### src/rtl/instr_fetch.sv
// rtl/instr_fetch.sv - instruction-fetch stage: PC, ROM address, IF/ID register
//
// Ports:
//   i_clk, i_rst_n    clock (rising edge), asynchronous active-low reset
//   i_start           leave IDLE and begin fetching
//   i_stall           hold PC and IF/ID register
//   i_branch_take     taken branch; target = o_pc_plus1 + i_branch_off
//   i_branch_off      signed word offset (16 bits)
//   i_jump            jump request; target = i_jump_tgt[ADDR_WIDTH-1:0]
//   i_jump_tgt        26-bit jump target
//   o_rom_addr        ROM word address (current PC)
//   i_rom_instr       ROM read data for o_rom_addr (combinational)
//   o_instr           IF/ID instruction
//   o_pc_plus1        IF/ID PC+1 of o_instr
//   o_valid           IF/ID holds a real instruction
//   o_halted          HALT opcode fetched; stage frozen until reset
module instr_fetch #(
  parameter int                    ADDR_WIDTH  = 16,
  parameter int                    INSTR_WIDTH = 32,
  parameter logic [ADDR_WIDTH-1:0] RESET_PC    = '0,
  parameter logic [5:0]            HALT_OP     = 6'b111111
) (
  input  logic                   i_clk,
  input  logic                   i_rst_n,
  input  logic                   i_start,
  input  logic                   i_stall,
  input  logic                   i_branch_take,
  input  logic [15:0]            i_branch_off,
  input  logic                   i_jump,
  input  logic [25:0]            i_jump_tgt,
  output logic [ADDR_WIDTH-1:0]  o_rom_addr,
  input  logic [INSTR_WIDTH-1:0] i_rom_instr,
  output logic [INSTR_WIDTH-1:0] o_instr,
  output logic [ADDR_WIDTH-1:0]  o_pc_plus1,
  output logic                   o_valid,
  output logic                   o_halted
);

  typedef enum logic [1:0] {
    S_IDLE = 2'd0,
    S_RUN  = 2'd1,
    S_HALT = 2'd2
  } state_t;

  state_t                 state_q, state_d;
  logic [ADDR_WIDTH-1:0]  pc_q, pc_d;
  logic [INSTR_WIDTH-1:0] instr_d;
  logic [ADDR_WIDTH-1:0]  pc_plus1_d;
  logic                   valid_d;

  logic [ADDR_WIDTH-1:0]    pc_inc;
  logic [ADDR_WIDTH+15:0]   branch_sum;
  logic [ADDR_WIDTH-1:0]    branch_tgt;
  logic                     is_halt_op;
  logic                     unused_bits;

  // PC arithmetic wraps modulo 2^ADDR_WIDTH with no overflow flag.
  assign pc_inc = pc_q + 1'b1;

  // Sign-extend the offset past ADDR_WIDTH, then keep only the low bits so
  // the target truncates whatever the relative widths are.
  assign branch_sum = {16'b0, o_pc_plus1}
                    + {{ADDR_WIDTH{i_branch_off[15]}}, i_branch_off};
  assign branch_tgt = branch_sum[ADDR_WIDTH-1:0];

  assign is_halt_op  = (i_rom_instr[INSTR_WIDTH-1 -: 6] == HALT_OP);
  assign unused_bits = ^{branch_sum[ADDR_WIDTH+15:ADDR_WIDTH],
                         i_jump_tgt[25:ADDR_WIDTH]};

  assign o_rom_addr = pc_q;
  assign o_halted   = (state_q == S_HALT);

  always_ff @(posedge i_clk or negedge i_rst_n) begin
    if (!i_rst_n) begin
      state_q    <= S_IDLE;
      pc_q       <= RESET_PC;
      o_instr    <= '0;
      o_pc_plus1 <= '0;
      o_valid    <= 1'b0;
    end else begin
      state_q    <= state_d;
      pc_q       <= pc_d;
      o_instr    <= instr_d;
      o_pc_plus1 <= pc_plus1_d;
      o_valid    <= valid_d;
    end
  end

  always_comb begin
    state_d    = state_q;
    pc_d       = pc_q;
    instr_d    = o_instr;
    pc_plus1_d = o_pc_plus1;
    valid_d    = o_valid;
    case (state_q)
      S_IDLE: begin
        valid_d = 1'b0;
        if (i_start) state_d = S_RUN;
      end
      S_RUN: begin
        // Redirects outrank stall; both insert a bubble and keep IF/ID data.
        if (i_jump) begin
          pc_d    = i_jump_tgt[ADDR_WIDTH-1:0];
          valid_d = 1'b0;
        end else if (i_branch_take) begin
          pc_d    = branch_tgt;
          valid_d = 1'b0;
        end else if (!i_stall) begin
          instr_d    = i_rom_instr;
          pc_plus1_d = pc_inc;
          valid_d    = 1'b1;
          // The HALT word itself is delivered; the PC stays on it.
          if (is_halt_op) state_d = S_HALT;
          else            pc_d    = pc_inc;
        end
      end
      S_HALT: begin
        valid_d = 1'b0;
      end
      default: begin
        state_d = S_IDLE;
        valid_d = 1'b0;
      end
    endcase
  end

endmodule

### config.mk
export PLATFORM = sky130hd
export DESIGN_NAME = instr_fetch
export DESIGN_NICKNAME = d
export VERILOG_FILES = /design/src/rtl/instr_fetch.sv
export SDC_FILE = /design/constraint.sdc
export NUM_CORES = 1
export LEC_CHECK = 0
export CAP_MARGIN = 20
export CORE_UTILIZATION = 49
export DETAILED_ROUTE_END_ITERATION = 7
export GPL_ROUTABILITY_DRIVEN = 0
export PLACE_DENSITY_LB_ADDON = 0.12
export SETUP_SLACK_MARGIN = 0.5
export SYNTH_ARGS = -nofsm -noshare
export SYNTH_HDL_FRONTEND = slang
export SYNTH_SLANG_ARGS = --single-unit
export TNS_END_PERCENT = 30
### constraint.sdc
create_clock -name i_clk -period 4.4 [get_ports i_clk]
set_input_delay 0.88 -clock i_clk [delete_from_list [all_inputs] [get_ports i_clk]]
set_output_delay 0.88 -clock i_clk [all_outputs]
set_load 0.01 [all_outputs]
* Yosys cells after proc, flatten, opt, wreduce, memory -nomap -nowiden *
Cells that the tools add are included.

storage, ports and cells
  flip-flop bits (word level) = 67
  input port bits = 80
  output and inout port bits = 66
  word-level logic and storage cells = 40

operators by class
  $add $sub $neg = 2
  equal/unequal tests = 11
  muxes and demuxes = 14
  bitwise logic cells = 4
  reduce and logical (&&, ||, !) cells = 4

operators with widths
  operator                 count
  $mux W16                 4
  $add A16 B1 Y16 const B  1
  $add A16 B16 Y16         1
  $mux W2                  5
  $ne A2 B2 Y1 const B     5
  $eq A6 B6 Y1 const B     1
  $pmux W2 S3              1
  $reduce_and A6 Y1        1
  $mux W1                  4
  $ne A4 B4 Y1 const B     1
  $not A1 Y1               4
  $reduce_and A4 Y1        1
  $ne A3 B1 Y1 const B     1
  $ne A3 B3 Y1 const B     1
  $reduce_and A3 Y1        1
  $eq A2 B1 Y1 const B     1
  $eq A2 B2 Y1 const B     1
  $logic_not A2 Y1         1

* Longest topological paths before layout *
  depth after elaboration = 6
  mapped depth = 8
  gate-level depth less buffers = 8

* Worst setup path after synthesis *
No wires, ideal clock.

  kind = in2reg
  start = input i_branch_off[0]
  end = register pc_q[12] (netlist: o_rom_addr[12])
  library setup time = 0.087 ns
  arrival = 2.435 ns
  required time = 4.313 ns
  slack = 1.879 ns
  stages on the path = 8
  buffers on the path = 0
  path through = ha_1 -> fa_1 -> a21oi_1 -> o211ai_1 -> a21oi_1 -> o21ai_0 -> o41a_1 -> o211ai_1

on the way
  word-level cells in the longest chain between the ends = 3

ends and longest elaborated chain
  element               RTL line  text
  start, declared       28        input logic [15:0] i_branch_off,
  $add A16 B16 Y16      63        + {{ADDR_WIDTH{i_branch_off[15]}}, i_branch_off};
  $mux W16              105       end else if (i_branch_take) begin
  $mux W16              102       if (i_jump) begin
  end signal, assigned  82        pc_q <= pc_d;
  end, declared         46        logic [ADDR_WIDTH-1:0] pc_q, pc_d;

No other way between the ends.
A chain may end at the register's enable or synchronous reset.

* Final worst setup path *
  start = input i_branch_off[0]
  end = register pc_q[14] (netlist: o_rom_addr[14])

The elaborated chain is that of the path after synthesis.

==> metrics <==
initial antenna violation count 0; pwr/cell area between 400 and 500 nW/um^2; HP Class register to register; Fin. Hold Viols 0; Cell Rows 32; most frequent cells after synthesis nand2_1 (149), dfrtp_1 (67), o21ai_0 (33); CTS tree done; Initial Utilization 51.5%; clock network fraction of design power about a quarter; Post-CTS Setup Bufs 0; Flop pwr share between 30% and 40%; Core Region slightly below 8000 um^2; post-synthesis cell type count 52; number of global-route vias before repair 3838; WHS Endpoint o_instr[11]; count leader, synth nand2_1; routed len/inst 15.4 um; skew final 0.0114 ns; Worst Tran Pin Value a little over 0.7 ns; Root Driver clkbuf_8; final WL 10.9 mm; biggest area consumer among synthesized cells dfrtp_1; nets ~700; reg2reg end o_rom_addr[14]; crit path kind input port to register; Final Setup Violations 0; Post-Syn Area per Cell 8.57 um^2; Required @ worst endpoint 4.62 ns; DP Area 5420 um^2; area fraction of the dominant cell type after synthesis ~41%; Cells after Synth approximately 470; DIE AREA 8660 um^2; CTS Buf Count 9; Crit path buffers/inverters 1; Worst-Skew Late Latency 0.34 ns; switching pwr 867 uW; post-route cell area 5690 um^2; Die X about 93 um; yosys warns 0; CP top delay family compound AO/OA/AOI/OAI gates; Max Slew Vio Count 0; peak supply drop 318 uV; sw frac 34.4%; Worst Path Arrival 3.25 ns; top post-synthesis cells by area dfrtp_1 (41%), nand2_1 (14%), ha_1 (4.9%), o21ai_0 (4.1%), xnor2_1 (3.4%); vias 3828; P_leak 0.00256 uW; crit end category register; ys async rst share between 90% and 100%; port buffer count approximately 140; Final period util 68.9%; Ant. Diodes 0; GR Overflow Total 0; status finished, final reports clean; Post-synth EDFFs 0; I/O Pins 146; dpl hpwl about 8.1 mm; clk slew on worst S/H paths ~0.080 ns; unrepaired setup endpoints after global routing false; Area growth, synth to finish 39.9%; logic gate share of total power 39.9%; Fmax 330 MHz; CP max FO 3; largest net degree at the start of global routing 47; clk buf depth 2; CP most frequent cell o21ai_0; hold buffer count at cts 0; Synth Register Bits 67; Reg2Reg Launch Point o_pc_plus1[0]; Hold Crit Start o_instr[11]; TritonRoute pass-1 iters 6; Slew HR 52.9%; min Tclk post-route a little over 3 ns; ratio of cells with drive above 1 in the final layout between 6 and 7%; max incr delay on CP 0.42 ns; drc violations 0; slowest cell on the critical path fa_1; syn nets 571; total power approximately 2500 uW; clk sinks 67; fin util 72.1%; first-pass GRT wire length between 15 and 20 mm; routed vias/inst 5.41; setup TNS 0 ns; FF-to-FF path depth 8; worst hold margin 0.475 ns; R2R Setup Slk 1.92 ns; Post-Syn Area around 4100 um^2; Antenna Violating Nets Remaining 0; Die H 93.1 um; top_reg_cell synth dfrtp_1; critical path launch point type input port; Tot GR Track Use a little over a quarter; DR iter-0 viols 125; Max Cap Violations 0; H-tree level count 3; Seq/Total Area, Yosys 41.3%; CP cell instances clkdlybuf4s50_1 -> ha_1 -> fa_1 -> a21oi_1 -> o211ai_1 -> o211a_1 -> o21ai_0 -> xor2_1 -> o21ai_0; Internal approximately 1700 uW; post-CTS sizing 0; WHS Path Cells 2
power groups by stage:
stage          Combinational, uW  Clock [uW]  Sequential [uW]
6_report                    1000         640              874
5_1_grt                     1110         672              893
4_1_cts                     1000         651              874
3_5_place_dp                 994           0              883
3_3_place_gp                 975           0              876
2_1_floorplan                506           0              911
stage by stage:
step	setup WS, ns	std cells
finish	1.37	708
global route	1.26	708
CTS	1.42	707
detailed placement	1.07	691
global placement	1.13	691
floorplan	1.88	474
logic make-up after synthesis:
kind of cell	Yosys count	synth area share, %
XOR/XNOR	26	5.60
flip-flops	67	41.3
AO/OA/AOI/OAI	114	18.5
buffers and inverters	31	4.83
adder cells (fa/ha/maj)	17	5.42
AND/OR/NAND/NOR	215	23.4
multiplexers	4	0.985
tightest hold or removal path, stage by stage (launching register included):
cell     delay (ns)
dfrtp_1        0.34
nand2_1        0.05
nand2_1        0.05
state kept, by name, summed over array words and instances, names as in the netlist:
register / count
o_instr: 32
o_pc_plus1: 16
o_rom_addr: 16
state_q: 2
o_valid: 1
cell usage in the layout, fill, tap and decap left out, types with 6 or more instances in the layout:
cell type,instances
a211oi_1,7
a21oi_1,25
clkbuf_8,10
clkdlybuf4s50_1,134
dfrtp_1,67
ha_1,16
inv_1,6
nand2_1,149
nand3_1,9
nor2_1,21
nor2b_1,6
o21ai_0,33
o21ai_2,12
xnor2_1,16
xor2_1,10
how the worst max path moves through the flow:
stage / slack, ns / endpoint / startpoint / depth (start not counted)
after global placement: 1.13 / o_rom_addr[14] / i_branch_off[0] / 9
after global routing: 1.26 / o_rom_addr[14] / i_branch_off[0] / 9
final: 1.37 / o_rom_addr[14] / i_branch_off[0] / 9
after detailed placement: 1.07 / o_rom_addr[14] / i_branch_off[0] / 9
after CTS: 1.42 / o_rom_addr[14] / i_branch_off[0] / 9
after floorplan: 1.88 / o_rom_addr[12] / i_branch_off[0] / 8
per-layer routing:
| metal | wire length (um) | track usage, % |
|---|---|---|
| met5 | 0 | 0 |
| met4 | 287 | 10.4 |
| met3 | 772 | 6.91 |
| met2 | 5150 | 44.2 |
| met1 | 4700 | 33.1 |
layout make-up:
class | count | area (um^2)
Fill cell | 629 | 2200
Multi-Input combinational cell | 376 | 2190
Sequential cell | 67 | 1680
Timing Repair Buffer | 141 | 1420
Clock buffer | 10 | 138
Tap cell | 102 | 128
Clock inverter | 6 | 113
Inverter | 6 | 22.5
(Power assumes the default switching activity.)
